<file path="src/rtl/alu_arb_pkg.sv">
// Shared constants and types for the shared-ALU arbiter slice.
package alu_arb_pkg;

  localparam int unsigned W   = 32;
  localparam int unsigned OPW = 3;

  localparam logic [OPW-1:0] OP_AND = 3'b000;
  localparam logic [OPW-1:0] OP_OR  = 3'b001;
  localparam logic [OPW-1:0] OP_ADD = 3'b010;
  localparam logic [OPW-1:0] OP_XOR = 3'b011;
  localparam logic [OPW-1:0] OP_SUB = 3'b100;
  localparam logic [OPW-1:0] OP_SRL = 3'b101;
  localparam logic [OPW-1:0] OP_SLL = 3'b110;
  localparam logic [OPW-1:0] OP_NOR = 3'b111;

  typedef enum logic [1:0] {
    ST_IDLE = 2'd0,
    ST_EXEC = 2'd1,
    ST_RESP = 2'd2
  } arb_state_t;

endpackage

</file>
<file path="src/rtl/alu32.sv">
// 32-bit combinational ALU; shift amount is B[4:0], add/sub wrap mod 2^32.
module alu32
  import alu_arb_pkg::*;
(
  input  logic [31:0] A,
  input  logic [31:0] B,
  input  logic [2:0]  S,
  output logic [31:0] R
);

  // Operation select
  always_comb begin
    R = '0;
    case (S)
      OP_AND: R = A & B;
      OP_OR:  R = A | B;
      OP_ADD: R = A + B;
      OP_XOR: R = A ^ B;
      OP_SUB: R = A - B;
      OP_SRL: R = A >> B[4:0];
      OP_SLL: R = A << B[4:0];
      OP_NOR: R = ~(A | B);
      default: R = '0;
    endcase
  end

endmodule

</file>
<file path="src/rtl/alu_arb_rr.sv">
// Two-requester round-robin grant: a lone requester wins, a tie goes to prio.
module alu_arb_rr (
  input  logic [1:0] valid,
  input  logic       prio,
  output logic [1:0] grant
);

  // One-hot grant selection
  always_comb begin
    grant = '0;
    if (valid[0] && (!valid[1] || !prio)) grant[0] = 1'b1;
    if (valid[1] && (!valid[0] ||  prio)) grant[1] = 1'b1;
  end

endmodule

</file>
<file path="src/rtl/alu_share_arbiter.sv">
// Shares one alu32 between two valid/ready requesters with round-robin
// arbitration. Optional registered zero flag under `ALU_ZERO_FLAG_EN.
module alu_share_arbiter
  import alu_arb_pkg::*;
(
  input  logic           clk,
  input  logic           rst_n,
  input  logic [1:0]     req_valid,
  output logic [1:0]     req_ready,
  input  logic [OPW-1:0] req_op0,
  input  logic [W-1:0]   req_a0,
  input  logic [W-1:0]   req_b0,
  input  logic [OPW-1:0] req_op1,
  input  logic [W-1:0]   req_a1,
  input  logic [W-1:0]   req_b1,
  output logic [1:0]     rsp_valid,
  input  logic [1:0]     rsp_ready,
  output logic [W-1:0]   rsp_data,
  output logic           busy
`ifdef ALU_ZERO_FLAG_EN
  , output logic         zero
`endif
);

  arb_state_t     state_q, state_d;
  logic           prio_q;
  logic           gnt_q;
  logic [OPW-1:0] op_q;
  logic [W-1:0]   a_q, b_q, res_q;
  logic [W-1:0]   alu_r;
  logic [1:0]     grant;
  logic           accept;
  logic           rsp_fire;

  alu_arb_rr u_rr (
    .valid (req_valid),
    .prio  (prio_q),
    .grant (grant)
  );

  alu32 u_alu (
    .A (a_q),
    .B (b_q),
    .S (op_q),
    .R (alu_r)
  );

  // Next-state and handshake decode; the unused encoding 2'd3 behaves as IDLE
  always_comb begin
    state_d   = state_q;
    req_ready = '0;
    rsp_valid = '0;
    accept    = 1'b0;
    rsp_fire  = 1'b0;
    case (state_q)
      ST_EXEC: state_d = ST_RESP;
      ST_RESP: begin
        rsp_valid = gnt_q ? 2'b10 : 2'b01;
        if (rsp_ready[gnt_q]) begin
          rsp_fire = 1'b1;
          state_d  = ST_IDLE;
        end
      end
      default: begin
        // ready is combinational from req_valid, so mask it while in reset
        req_ready = rst_n ? grant : '0;
        accept    = |(req_valid & grant);
        if (accept) state_d = ST_EXEC;
      end
    endcase
  end

  // State register
  always_ff @(posedge clk or negedge rst_n) begin
    if (!rst_n) state_q <= ST_IDLE;
    else        state_q <= state_d;
  end

  // Operand latch on accept, result capture in EXEC, priority swap on completion
  always_ff @(posedge clk or negedge rst_n) begin
    if (!rst_n) begin
      gnt_q  <= 1'b0;
      op_q   <= '0;
      a_q    <= '0;
      b_q    <= '0;
      res_q  <= '0;
      prio_q <= 1'b0;
    end else begin
      if (accept) begin
        gnt_q <= grant[1];
        op_q  <= grant[1] ? req_op1 : req_op0;
        a_q   <= grant[1] ? req_a1  : req_a0;
        b_q   <= grant[1] ? req_b1  : req_b0;
      end
      if (state_q == ST_EXEC) res_q <= alu_r;
      if (rsp_fire) prio_q <= ~gnt_q;
    end
  end

`ifdef ALU_ZERO_FLAG_EN
  logic zero_q;

  // Zero flag captured alongside the result
  always_ff @(posedge clk or negedge rst_n) begin
    if (!rst_n)                  zero_q <= 1'b0;
    else if (state_q == ST_EXEC) zero_q <= (alu_r == '0);
  end

  assign zero = zero_q;
`endif

  assign rsp_data = res_q;
  assign busy     = (state_q == ST_EXEC) || (state_q == ST_RESP);

endmodule
</file>
<file path="config.mk">
export PLATFORM = sky130hd
export DESIGN_NAME = alu_share_arbiter
export DESIGN_NICKNAME = d
export VERILOG_FILES = /design/src/rtl/alu_arb_pkg.sv /design/src/rtl/alu32.sv /design/src/rtl/alu_arb_rr.sv /design/src/rtl/alu_share_arbiter.sv
export SDC_FILE = /design/constraint.sdc
export NUM_CORES = 1
export LEC_CHECK = 0
export CAP_MARGIN = 30
export CORE_MARGIN = 2
export CORE_UTILIZATION = 45
export CTS_CLUSTER_SIZE = 12
export DETAILED_ROUTE_END_ITERATION = 8
export GPL_TIMING_DRIVEN = 0
export PLACE_DENSITY = 0.79
export SYNTH_ARGS = -nofsm -noshare
export SYNTH_HDL_FRONTEND = slang
export SYNTH_SLANG_ARGS = --single-unit
</file>
<file path="constraint.sdc">
create_clock -name clk -period 5.6 [get_ports clk]
set_clock_uncertainty 0.15 [all_clocks]
set_input_delay 1.12 -clock clk [delete_from_list [all_inputs] [get_ports clk]]
set_output_delay 1.12 -clock clk [all_outputs]
set_load 0.005 [all_outputs]
</file>
==> results of run 1 <==
## cells in the mapped netlist, types with 8 or more instances
| library cell | instances |
|---|---|
| a21oi_1 | 85 |
| mux4_2 | 50 |
| o211ai_1 | 27 |
| buf_2 | 20 |
| xnor2_1 | 41 |
| and2_1 | 9 |
| inv_1 | 80 |
| o22ai_1 | 41 |
| a21o_1 | 9 |
| nand3_1 | 12 |
| nand2_1 | 183 |
| or3_1 | 9 |
| a211o_1 | 29 |
| a31oi_1 | 13 |
| dfrtp_1 | 103 |
| ha_1 | 99 |
| a221oi_1 | 10 |
| o21ai_0 | 154 |
| nand2b_1 | 10 |
| mux2_2 | 8 |
| nor3_1 | 16 |
| nor2_1 | 115 |
| clkbuf_1 | 76 |
| a211oi_1 | 21 |
| buf_1 | 18 |
| nand4_1 | 9 |
| nor2b_1 | 9 |
| mux2i_1 | 137 |
## flip-flops by register name (all words and copies together) (netlist names)
name	flops
b_q	32
op_q	3
gnt_q	1
state_q	2
prio_q	1
rsp_data	32
a_q	32
## worst max-delay path, delay by kind of cell (launching register included)
family / cells / cell delay, ns
flip-flops: 1 / 0.47
AND/OR/NAND/NOR: 6 / 1.20
adder cells (fa/ha/maj): 2 / 0.63
buffers and inverters: 3 / 0.84
AO/OA/AOI/OAI: 4 / 1.61
XOR/XNOR: 2 / 0.34
## stage by stage
step | hold WS, ns | TNS [ns] | std cells
finish | 0.3859 | 0 | 2104
global route | 0.4088 | 0 | 2104
CTS | 0.3849 | 0 | 2096
detailed placement | 0.3677 | -0.8070 | 2080
global placement | 0.3598 | -86.12 | 2077
floorplan | 0.3253 | 0 | 1523
## final cells by class
type,instances,area [sq um]
inverters,84,319.1
clock buffers,10,229.0
repair buffers,187,1873
fillers,2659,12400
clock inverters,6,67.56
multi-input cells,1215,9111
diodes,1,2.502
plain buffers,120,504.2
well taps,378,473.0
flip-flops and latches,103,2577
## worst min-delay path by stage
| stage | endpoint | cells past startpoint |
|---|---|---|
| after global placement | b_q[30] | 2 |
| after CTS | b_q[30] | 2 |
| after detailed placement | b_q[30] | 2 |
| after floorplan | b_q[22] | 2 |
| after global routing | rsp_data[5] | 2 |
| final | b_q[30] | 2 |
## metal layers
layer  track usage  part of all wire
met2        0.6413              0.45
met1        0.5383              0.41
met3       0.07796             0.085
met5             0                 0
met4        0.2166             0.057
## kinds of logic (layout without fill, tap and decap cells)
kind of cell	Yosys count	count (layout)	share of synthesized area
xor+xnor	48	48	0.03361
flops	103	103	0.2061
other cells	0	1	0
buf+inv	205	407	0.06562
simple gates	408	408	0.1501
mux	195	195	0.2069
fa+ha+maj	101	101	0.1014
compound gates	463	463	0.2363
## repair_timing
item | 4_1_cts | 5_1_grt
resized for setup | 3 | 2
setup endpoints to repair | 7 | 7
buffers inserted | 0 | 7
## layout by cell type (no fill, tap or decap), drive strengths merged, types with 16 or more instances in the layout
| cell type | Yosys | layout |
|---|---|---|
| nand2 | 184 | 184 |
| clkdlybuf4s50 | 0 | 175 |
| o21ai | 156 | 156 |
| mux2i | 137 | 137 |
| nor2 | 115 | 115 |
| dfrtp | 103 | 103 |
| ha | 99 | 99 |
| clkbuf | 76 | 86 |
| a21oi | 85 | 85 |
| inv | 83 | 84 |
| buf | 45 | 56 |
| mux4 | 50 | 50 |
| xnor2 | 41 | 41 |
| o22ai | 41 | 41 |
| a211o | 29 | 29 |
| o211ai | 27 | 27 |
| a211oi | 22 | 22 |
| nor3 | 16 | 16 |
==> qor.csv, run 1 <==
metric,value,unit
CP endpoint,rsp_data[18],
"Clk pin slew, worst setup/hold paths",0.08,ns
Routed WL per cell,28.47,um
H-tree depth,3,
Ports,177,
CP max FO,12,
crit path launch type,flip-flop,
die height,170.7,um
clk buf depth,2,
CTS Hold Bufs,0,
number of port buffers,176,
Post-DP HPWL,47710,um
Required @ worst endpoint,5.67,ns
root buffer cell,clkbuf_16,
Core Region,0.02755,sq mm
CP cell instances,"buf_2, clkinvlp_4, buf_4, ha_1, nand4_4, nor4_4, a21oi_1, xnor2_1, ha_1, and2_1, and3_1, a221oi_1, nor2_1, o21ai_1, xnor2_1, a2111oi_1, nor2_1",
crit share post-route,0.9667,
crit path max-delay cell type,a2111oi_1,
Placed Instance Area,0.01479,sq mm
num rows,61,
min Tclk post-route,5.414,ns
HP Class,reg -> reg,
GR Util All Layers,0.4102,
crit path capture type,flip-flop,
DR pass1 iterations,6,
fin util,0.5501,
R2R Setup Slk,0.19,ns
drc violations,0,
Fmax achieved,184.7,MHz
Routed Antenna Nets,0,
ratio of cells with drive above 1 in the final layout,0.08000,
largest stage delay on the critical path,0.77,ns
Max Cap Violations,0,
CTS tree,yes,
Synth Flop Type,dfrtp_1,
vias in the first global route,13350,
cell count after synthesis,1523,
Yosys top cell by area,dfrtp_1,
Post-Route WL,59900,um
R2R depth,17,
WS Path Type,reg -> reg,
largest net degree at the start of global routing,63,
Avg Inst Size Synth,8.213,sq um
Yosys top cell area share,0.2061,
pre-CTS WS,-0.3390,ns
Reg2Reg Capture Point,rsp_data[18],
"Hold Violations, Final",0,
CTS Sinks,103,
Synth cell types,79,
Slew Limit Fails,0,
crit path DAT,5.48,ns
register area share after synthesis,0.2061,
wire length of the first global-routing pass,86690,um
Synth Register Bits,103,
Post-Synthesis Cell Area,0.01251,sq mm
Via density,6.532,
synth-to-layout area growth,21.18,%
"top cells by area, synth","dfrtp_1, mux2i_1, ha_1",
Slew HR,0.3148,
vias post-DR,13740,
r2r startpoint,b_q[0],
Final Worst Setup Slack,0.1863,ns
"Net Count, Synth",1763,
worst-skew pair later-pin latency,0.36,ns
CTS buffer count,9,
Final #Nets,1960,
Post-synth EDFFs,0,
die width,170.7,um
"Warnings, synthesis",0,
run status,finished clean,
CP startpoint,b_q[0],
RSZ-0062 raised after global routing,no,
total gr overflow,0,
setup violators final,0,
initial antenna violation count,1,
final instance area,0.01516,sq mm
1st-iter DRT viols,1609,
hold path startpoint,b_q[30],
"FFs w/ async S/R, synth",1.000,
RD Place Congestion,1.012,
Slew @ Worst Pin,1.028,ns
Initial Util,0.4540,
die area,0.02915,sq mm
Power of run 1 is left out: the tool's default activity adds up to more than one toggle a clock period on the data nets, which glitch-free logic cannot reach.
==> run 2, diff against run 1 <==
--- a/config.mk
+++ b/config.mk
@@ -10,7 +10,6 @@
 export CORE_UTILIZATION = 45
 export CTS_CLUSTER_SIZE = 12
 export DETAILED_ROUTE_END_ITERATION = 8
-export GPL_TIMING_DRIVEN = 0
 export PLACE_DENSITY = 0.79
 export SYNTH_ARGS = -nofsm -noshare
 export SYNTH_HDL_FRONTEND = slang
==> qor.csv, run 2 (synthesized netlist as in run 1, its figures left out) <==
metric,value,unit,change
run status,finished clean,,
Slew HR,0.4043,,+0.08954
worst-skew pair later-pin latency,0.37,ns,about the same
R2R Setup Slk,1.17,ns,+0.98 ns
Post-DP HPWL,34250,um,-28%
crit path launch type,flip-flop,,
vias post-DR,12720,,-7.5%
total negative slack,0,ns,unchanged
pre-CTS WS,1.208,ns,+1.547 ns
CTS tree,yes,,
GR Util All Layers,0.3173,,-0.09296
root buffer cell,clkbuf_16,,
CTS buffer count,9,,unchanged
Antenna Cells,0,,-1
most frequent cells in the layout,"nand2_1, clkdlybuf4s50_1, o21ai_0",,
"Hold Violations, Final",0,,unchanged
final hold slack,0.3971,ns,+0.01115 ns
Core Region,0.02755,sq mm,unchanged
Routed Antenna Nets,0,,unchanged
WS Path Type,reg -> reg,,
crit path DAT,4.58,ns,-0.90 ns
HP Class,reg -> reg,,
CP startpoint,b_q[0],,
final instance area,0.01480,sq mm,-2.3%
die width,170.7,um,unchanged
Reg2Reg Capture Point,rsp_data[29],,
Setup Buffers After CTS,0,,unchanged
crit path capture type,flip-flop,,
Max Cap Violations,0,,unchanged
vias in the first global route,12250,,-8.2%
Final #Nets,1855,,-5.4%
number of port buffers,176,,unchanged
drc violations,0,,unchanged
Ports,177,,unchanged
CP max FO,8,,-4
largest net degree at the start of global routing,74,,+17%
num rows,61,,unchanged
initial antenna violation count,0,,-1
Placed Instance Area,0.01448,sq mm,-2.1%
Via density,6.364,,-2.6%
Routed WL per cell,22.91,um,-20%
die area,0.02915,sq mm,unchanged
"Clk pin slew, worst setup/hold paths",0.08,ns,about the same
multi-input gate area in the final layout,0.009135,sq mm,+0.26%
DR pass1 iterations,5,,-1
Slew @ Worst Pin,0.8867,ns,-0.1411 ns
global route hottest layer,met2,,
GR Layer Usage met3,0.06870,,-0.009253
Initial Util,0.4540,,unchanged
RSZ-0062 raised after global routing,no,,
setup violators final,0,,unchanged
synth-to-layout area growth,18.36,%,
crit share post-route,0.7919,,-0.1748
die height,170.7,um,unchanged
1st-iter DRT viols,1604,,-0.31%
met1 Use GR,0.4373,,-0.1011
Fmax achieved,225.5,MHz,+22%
ratio of cells with drive above 1 in the final layout,0.08333,,+0.003333
Register Area,0.002584,sq mm,+0.24%
RD Place Congestion,0.9827,,-2.9%
Post-Route WL,45770,um,-24%
clk buf depth,2,,unchanged
Required @ worst endpoint,5.74,ns,+0.07 ns
CTS Hold Bufs,0,,unchanged
H-tree depth,3,,unchanged
Final Worst Setup Slack,1.165,ns,+0.9790 ns
filler cell count,2565,,-3.5%
"commonest non-fill, non-tap cell in the layout",nand2_1,,
# resized after CTS,0,,-3
min Tclk post-route,4.435,ns,-0.9790 ns
wire length of the first global-routing pass,71050,um,-18%
CTS Sinks,103,,unchanged
met2 Resource Use GR,0.4918,,-0.1494
CP endpoint,rsp_data[29],,
total gr overflow,0,,unchanged
Slew Limit Fails,0,,unchanged
R2R depth,13,,-4
r2r startpoint,b_q[0],,
run 2: cell count changes in the layout (fill, tap and decap cells not counted), sizes merged:
cell / delta
buf: -29
bufinv: +1
clkbuf: -77
clkinv: -1
clkinvlp: -1
diode: -1
inv: +2
run 2: layout make-up:
cell class	count	share of cell area
multi-input combinational	1215	0.6171
sequential	103	0.1745
timing repair buffer	202	0.1334
tap	378	0.03195
inverter	84	0.02130
clock buffer	9	0.01521
clock inverter	7	0.006592
run 2: worst min path at each step:
stage | depth (start not counted) | slack (ns) | to | startpoint
3_3_place_gp | 2 | 0.35 | b_q[30] | b_q[30]
2_1_floorplan | 2 | 0.33 | b_q[22] | b_q[22]
4_1_cts | 2 | 0.40 | rsp_data[1] | rsp_data[1]
3_5_place_dp | 2 | 0.37 | rsp_data[22] | rsp_data[22]
6_report | 2 | 0.40 | rsp_data[22] | rsp_data[22]
5_1_grt | 2 | 0.43 | rsp_data[1] | rsp_data[1]
run 2: critical path, stage by stage, from the launching register on:
cell      delay, ns
dfrtp_2        0.48
or4_1          0.67
nor4_4         0.27
and2_1         0.25
nand2_1        0.08
o21ai_0        0.19
xnor2_1        0.09
ha_1           0.38
nand4_1        0.16
or3_1          0.39
o211ai_1       0.40
a31oi_1        0.27
or4_1          0.44
a31oi_1        0.13
run 2: metrics by stage:
stage / cells / util
2_1_floorplan: 1523 / -
3_3_place_gp: 1981 / 0.5246
3_5_place_dp: 1982 / 0.5256
4_1_cts: 1998 / 0.5373
5_1_grt: 1998 / 0.5373
6_report: 1998 / 0.5373
run 2: routing by layer:
metal | vias to the layer above | wire length [um]
met4 | 0 | 1571
li1 | 5781 | -
met1 | 6138 | 19090
met5 | - | 0
met2 | 693 | 20520
met3 | 103 | 4582
Power of run 2 is left out for the same reason.
